## src/rtl/keypad_pkg.sv

```systemverilog
// keypad_pkg: shared types and constants for the 4x4 keypad scanner.
//   result_t : classification of one full scan frame (NONE / KEY / MULTI)
//   state_t  : key FSM state (IDLE / PRESSED)
//   KEYMAP   : position p = {row, col} -> hex key code
//   ROWS/COLS: matrix dimensions
package keypad_pkg;
    localparam int ROWS = 4;
    localparam int COLS = 4;
    typedef enum logic [1:0] {NONE, KEY, MULTI} result_t;
    typedef enum logic {IDLE, PRESSED} state_t;
    // Phone-style layout: * reports E, # reports F.
    localparam logic [0:15][3:0] KEYMAP = {
        4'h1, 4'h2, 4'h3, 4'hA,
        4'h4, 4'h5, 4'h6, 4'hB,
        4'h7, 4'h8, 4'h9, 4'hC,
        4'hE, 4'h0, 4'hF, 4'hD
    };
endpackage

```

## src/rtl/keypad_if.sv

```systemverilog
// keypad_if: keypad matrix and key-report signals.
//   col       : column readback, active-low (pad -> scanner)
//   row       : row strobe, active-low, one-hot-low (scanner -> pad)
//   key_code  : hex value of the last accepted key
//   key_valid : one-cycle pulse on an accepted press
//   key_held  : accepted key still pressed
interface keypad_if;
    import keypad_pkg::*;
    logic [COLS-1:0] col;
    logic [ROWS-1:0] row;
    logic [3:0] key_code;
    logic key_valid;
    logic key_held;
    modport master (input col, output row, key_code, key_valid, key_held);
    modport slave (output col, input row, key_code, key_valid, key_held);
endinterface

```

## src/rtl/keypad_sync.sv

```systemverilog
// keypad_sync: 2-flop synchronizer for the asynchronous column inputs.
//   clock, reset : system clock, synchronous active-high reset
//   d            : raw columns
//   q            : synchronized columns (resets to all-released)
module keypad_sync
    import keypad_pkg::*;
(
    input  logic            clock,
    input  logic            reset,
    input  logic [COLS-1:0] d,
    output logic [COLS-1:0] q
);
    logic [COLS-1:0] meta;
    always_ff @(posedge clock) begin
        if (reset) begin
            meta <= '1;
            q    <= '1;
        end else begin
            meta <= d;
            q    <= meta;
        end
    end
endmodule

```

## src/rtl/keypad_scanner.sv

```systemverilog
// keypad_scanner: scans a 4x4 keypad and reports debounced single-key presses.
//   clock, reset : system clock, synchronous active-high reset
//   pad          : keypad_if master (col in; row, key_code, key_valid, key_held out)
//   CLK_DIV      : clocks per scan tick (>= 4)
//   DEBOUNCE     : identical frames needed to accept a press or release (1..15)
module keypad_scanner
    import keypad_pkg::*;
#(
    parameter int CLK_DIV  = 100_000,
    parameter int DEBOUNCE = 4
) (
    input logic      clock,
    input logic      reset,
    keypad_if.master pad
);
    localparam int CW = $clog2(CLK_DIV);
    localparam logic [3:0] DEB = 4'(DEBOUNCE);
    logic [COLS-1:0] col_s;
    logic [CW-1:0] cnt;
    logic [1:0] ridx;
    logic [1:0] acc_n;
    logic [3:0] acc_p;
    result_t prev_res;
    logic [3:0] prev_p;
    logic [3:0] stable_cnt;
    state_t state;
    logic [3:0] key_code;
    logic key_valid;
    logic tick, eval, settled;
    logic [COLS-1:0] zeros;
    logic [2:0] n_row, sum;
    logic [1:0] c_row, base_n, frame_n;
    logic [3:0] frame_p, res_p, next_cnt;
    result_t res;

    keypad_sync u_sync (.clock(clock), .reset(reset), .d(pad.col), .q(col_s));

    // Frame accumulation: acc_n is a saturating count of pressed positions
    // (0, 1, 2+) and acc_p remembers the position of the first one seen.
    // Row 0 starts a fresh frame; the row-3 tick folds in its own sample and
    // evaluates the whole frame in the same cycle.
    always_comb begin
        tick     = cnt == CW'(CLK_DIV - 1);
        eval     = tick && ridx == 2'd3;
        zeros    = ~col_s;
        n_row    = 3'($countones(zeros));
        c_row    = zeros[0] ? 2'd0 : zeros[1] ? 2'd1 : zeros[2] ? 2'd2 : 2'd3;
        base_n   = ridx == 2'd0 ? 2'd0 : acc_n;
        sum      = {1'b0, base_n} + n_row;
        frame_n  = sum > 3'd1 ? 2'd2 : sum[1:0];
        frame_p  = (base_n == 2'd0 && n_row == 3'd1) ? {ridx, c_row} : acc_p;
        res      = frame_n == 2'd0 ? NONE : frame_n == 2'd1 ? KEY : MULTI;
        res_p    = res == KEY ? frame_p : 4'd0;
        next_cnt = (res == prev_res && res_p == prev_p) ?
                   (stable_cnt == DEB ? DEB : stable_cnt + 4'd1) : 4'd1;
        settled  = next_cnt == DEB;
    end

    always_ff @(posedge clock) begin
        if (reset) begin
            cnt        <= '0;
            ridx       <= 2'd0;
            acc_n      <= 2'd0;
            acc_p      <= 4'd0;
            prev_res   <= NONE;
            prev_p     <= 4'd0;
            stable_cnt <= 4'd0;
            state      <= IDLE;
            key_code   <= 4'd0;
            key_valid  <= 1'b0;
        end else begin
            key_valid <= 1'b0;
            cnt       <= tick ? '0 : cnt + 1'b1;
            if (tick) begin
                ridx  <= ridx + 2'd1;
                acc_n <= frame_n;
                acc_p <= frame_p;
            end
            if (eval) begin
                prev_res   <= res;
                prev_p     <= res_p;
                stable_cnt <= next_cnt;
                // No rollover: while PRESSED only a settled release leaves.
                if (state == IDLE && res == KEY && settled) begin
                    state     <= PRESSED;
                    key_code  <= KEYMAP[res_p];
                    key_valid <= 1'b1;
                end else if (state == PRESSED && res == NONE && settled) begin
                    state <= IDLE;
                end
            end
        end
    end

    assign pad.row       = ~(4'b0001 << ridx);
    assign pad.key_code  = key_code;
    assign pad.key_valid = key_valid;
    assign pad.key_held  = state == PRESSED;
endmodule

```

## src/flat_wrapper.sv

```systemverilog
// flat-port wrapper written by rule: the top's interface ports become plain ports
module keypad_scanner_flat import keypad_pkg::*;
#(
    parameter int CLK_DIV  = 100_000,
    parameter int DEBOUNCE = 4
)
  (clock, reset, pad_col, pad_row, pad_key_code, pad_key_valid, pad_key_held);
  keypad_if pad_i ();
  input logic clock;
  input logic reset;
  input wire logic [$bits(pad_i.col)-1:0] pad_col;
  output wire logic [$bits(pad_i.row)-1:0] pad_row;
  output wire logic [$bits(pad_i.key_code)-1:0] pad_key_code;
  output wire logic [$bits(pad_i.key_valid)-1:0] pad_key_valid;
  output wire logic [$bits(pad_i.key_held)-1:0] pad_key_held;
  assign pad_i.col = pad_col;
  assign pad_row = pad_i.row;
  assign pad_key_code = pad_i.key_code;
  assign pad_key_valid = pad_i.key_valid;
  assign pad_key_held = pad_i.key_held;
  keypad_scanner #(.CLK_DIV(CLK_DIV), .DEBOUNCE(DEBOUNCE)) u_core (.clock(clock), .reset(reset), .pad(pad_i));
endmodule
```

## config.mk

```make
export PLATFORM = sky130hd
export DESIGN_NAME = keypad_scanner_flat
export DESIGN_NICKNAME = d
export VERILOG_FILES = /design/src/rtl/keypad_pkg.sv /design/src/rtl/keypad_if.sv /design/src/rtl/keypad_sync.sv /design/src/rtl/keypad_scanner.sv /design/src/flat_wrapper.sv
export SDC_FILE = /design/constraint.sdc
export NUM_CORES = 1
export LEC_CHECK = 0
export BUFFER_PORTS_ARGS = -buffer_cell sky130_fd_sc_hd__buf_2
export CELL_PAD_IN_SITES_DETAIL_PLACEMENT = 0
export CELL_PAD_IN_SITES_GLOBAL_PLACEMENT = 1
export CORE_MARGIN = 5
export CORE_UTILIZATION = 40
export CTS_CLUSTER_DIAMETER = 120
export DETAILED_ROUTE_END_ITERATION = 10
export PLACE_DENSITY = 0.74
export SETUP_SLACK_MARGIN = 0.15
export SLEW_MARGIN = 25
export SYNTH_ARGS = -nofsm -noshare
export SYNTH_HDL_FRONTEND = slang
export SYNTH_SLANG_ARGS = --single-unit
export TNS_END_PERCENT = 30
```

## constraint.sdc

```tcl
create_clock -name clock -period 5.5 [get_ports clock]
set_input_delay 1.1 -clock clock [delete_from_list [all_inputs] [get_ports clock]]
set_output_delay 1.1 -clock clock [all_outputs]
set_load 0.02 [all_outputs]
```

==> results.txt <==
status -> finished, final reports clean
Final TNS setup -> 0 ps
antenna violations before repair -> 0
global-route wire length before repair -> 10400 um
area grow syn2layout -> 7.91%
IO Count -> 16
Hold Fails Final Rpt -> 0
Synth area leaders -> dfxtp_1 (35%), ha_1 (7.7%), nand3_1 (4.7%)
worst-margin pin slew -> 738 ps
Simple-Gate Fraction of Synth Area -> 0.271
critical path class -> reg -> reg
CP required -> 5750 ps
Die Ht -> 93.2 um
Arr. time, crit path -> 4500 ps
Tmin final -> 4250 ps
WL/cell -> 14.3 um
RePlAce Congestion -> 0.845
post-synthesis net count -> 350
Post-synth EDFFs -> 0
Crit path depth -> 14
Layout Cells excl Fill -> 416
Synth cell types -> 53
P_leak -> 1.19 nW
vias in the first global route -> 2219
layout cells sized above 1 -> 0.125
H-tree Lvls -> 2
clk_lat worst skew -> 300 ps
Setup Buffers After CTS -> 0
Reg clk slew, reported paths -> 90 ps
Port Buffers -> 15
clock skew -> 8.83 ps
main combinational cell family by area after synthesis -> simple AND/OR/NAND/NOR gates
leading area contributor after synthesis -> dfxtp_1
post-synthesis mux area share -> 0.0366
root buffer cell -> clkbuf_8
FF+latch count, synth -> 49
worst hold path type -> reg -> reg
grt total ovfl -> 0
DRC violations left -> 0
CTS tree -> yes
clock sinks -> 49
worst-path cell chain -> inv_1 -> ha_1 -> ha_1 -> fa_1 -> inv_1 -> fa_1 -> xor2_1 -> nand3_1 -> a21oi_1 -> inv_1 -> ha_1 -> or3_1 -> a21oi_1 -> mux2_2
Total GRT Usage -> 0.149
maximum VDD drop -> 0.000114 V
syn avg cell area -> 8.51 um^2
share of the synthesized area in the top cell type -> 0.355
DRT iter0 DRCs -> 84
Synth Flop Type -> dfxtp_1
asr flop ratio synth -> 0
area fraction in compound gates after synthesis -> 0.133
Max Fclk -> 235 MHz
Critical Path End Type -> register
post-CTS resize count -> 0
Post-DRT Antenna Nets -> 0
row cnt -> 30
sequential fraction of the synthesis area -> 0.355
final WL -> 5960 um
crit-path leading delay family -> adder cells
adder-cell share of the synthesized area -> 0.0914
via density per instance -> 5.39
Final Max Tran Viols -> 0
crit path max fanout -> 10
drt first pass iters -> 4
fin nets -> 361
die area -> 8680 um^2
power per cell area -> 219 nW/um^2
Max-Cap Viols -> 0
Bufs and invs on worst path -> 3
Placed Cells -> 409
Slowest-stage cell, CP -> fa_1
Cell Area, Synth -> 2770 um^2
Core Area -> 6760 um^2
WHS Path Cells -> 1
RSZ-0062 raised after global routing -> false
TritonCTS Buffers -> 5
period utilization -> 0.773
worst rel slew slack -> 0.503
Starting Density -> 0.409
chip width -> 93.2 um
XOR/XNOR Fraction of Synth Area -> 0.0665
CP startpoint kind -> register
Mapped Cells -> 325
Syn. warnings -> 0
post-detail-place hpwl -> 4380 um
largest net degree at the start of global routing -> 34
# hold bufs at CTS -> 0
Via Count -> 2243
Reg2Reg Depth -> 14
clk buf depth -> 2
final setup fails -> 0
Worst path max stage delay -> 530 ps
Inserted Diodes -> 0
==> per-stage QoR <==
stage / setup slack [ps] / util / hold WS [ps] / instance area [um^2] / total power [mW]
2_1_floorplan: 1640 / - / 389 / 2770 / 0.426
3_3_place_gp: 1360 / 0.429 / 395 / 2900 / 0.441
3_5_place_dp: 1300 / 0.429 / 395 / 2900 / 0.442
4_1_cts: 1260 / 0.442 / 414 / 2990 / 0.664
5_1_grt: 879 / 0.442 / 429 / 2990 / 0.687
6_report: 1250 / 0.442 / 408 / 2990 / 0.653
==> worst register-to-register path: stages, from the launching register on <==
cell     delay [ps]
dfxtp_1         360
inv_1            60
ha_1            290
ha_1            210
fa_1            530
inv_1            70
fa_1            430
xor2_1          380
nand3_1         350
a21oi_1         430
inv_1           140
ha_1            290
or3_1           360
a21oi_1         130
mux2_2          150
==> worst paths after layout <==
check                           slack [ps]                  start                     end
worst min-delay path                   410  u_core.u_sync.meta[3]      u_core.u_sync.q[3]
worst min register to register         410  u_core.u_sync.meta[3]      u_core.u_sync.q[3]
worst max-delay path                  1250     u_core.u_sync.q[0]  u_core.pad.key_code[2]
worst max register to register        1250     u_core.u_sync.q[0]  u_core.pad.key_code[2]
==> report_power, final <==
part           switching (mW)  total (mW)  internal [mW]  leakage, nW
Combinational          0.0471      0.0711         0.0240        0.749
Clock                   0.121       0.220         0.0996       0.0433
Sequential            0.00272       0.362          0.359        0.397
Total                   0.170       0.653          0.483         1.19
==> routing by layer <==
layer	up-vias	track usage	share of wire
met1	1064	0.185	0.48
met3	4	0.0298	0.023
met5	-	0	0
met2	19	0.258	0.49
met4	0	0.0488	0.012
li1	1156	-	-
==> state kept, by name, indices dropped and copies added, names as in the netlist <==
register / count
u_core.prev_res: 2
u_core.cnt: 17
u_core.stable_cnt: 4
u_core.ridx: 2
u_core.pad.key_valid: 1
u_core.acc_p: 4
u_core.u_sync.meta: 4
u_core.u_sync.q: 4
u_core.pad.key_code: 4
u_core.prev_p: 4
u_core.pad.key_held: 1
u_core.acc_n: 2
==> cell usage after synthesis, drive strengths merged (2+ instances only) <==
master   n
dfxtp   49
nor2    33
nand2   30
nand3   26
inv     20
ha      17
a21oi   16
xor2    13
and3    10
clkbuf  10
or2     10
mux2i    9
xnor2    8
a211oi   7
nor3     7
o21ai    7
nor4     6
a211o    4
a21o     3
nand4    3
nor2b    3
nor3b    3
or3      3
buf      2
fa       2
nand3b   2
or4      2
==> layout make-up <==
type / instances / area [um^2]
fill: 701 / 3770
multi-input combinational: 244 / 1660
sequential: 49 / 981
tap: 80 / 100
clock buffer: 6 / 82.6
timing repair buffer: 16 / 82.6
inverter: 20 / 75.1
clock inverter: 1 / 7.51
==> cell usage in the layout (no fill, tap or decap), types with 6 or more instances in the layout <==
cell type	count
dfxtp_1	49
nor2_1	33
nand2_1	30
nand3_1	26
inv_1	20
ha_1	17
a21oi_1	16
buf_2	15
xor2_1	13
and3_1	10
or2_2	10
mux2i_1	9
xnor2_1	8
nor3_1	7
a211oi_1	7
clkbuf_8	6
==> cell families after synthesis <==
| group | Yosys count |
|---|---|
| buffers and inverters | 32 |
| DFF | 49 |
| adders and majority gates | 19 |
| xor gates and xnor gates | 21 |
| AOI/OAI and AO/OA | 52 |
| muxes | 10 |
| and+or+nand+nor | 142 |
Power figures use the tool's default switching activity.
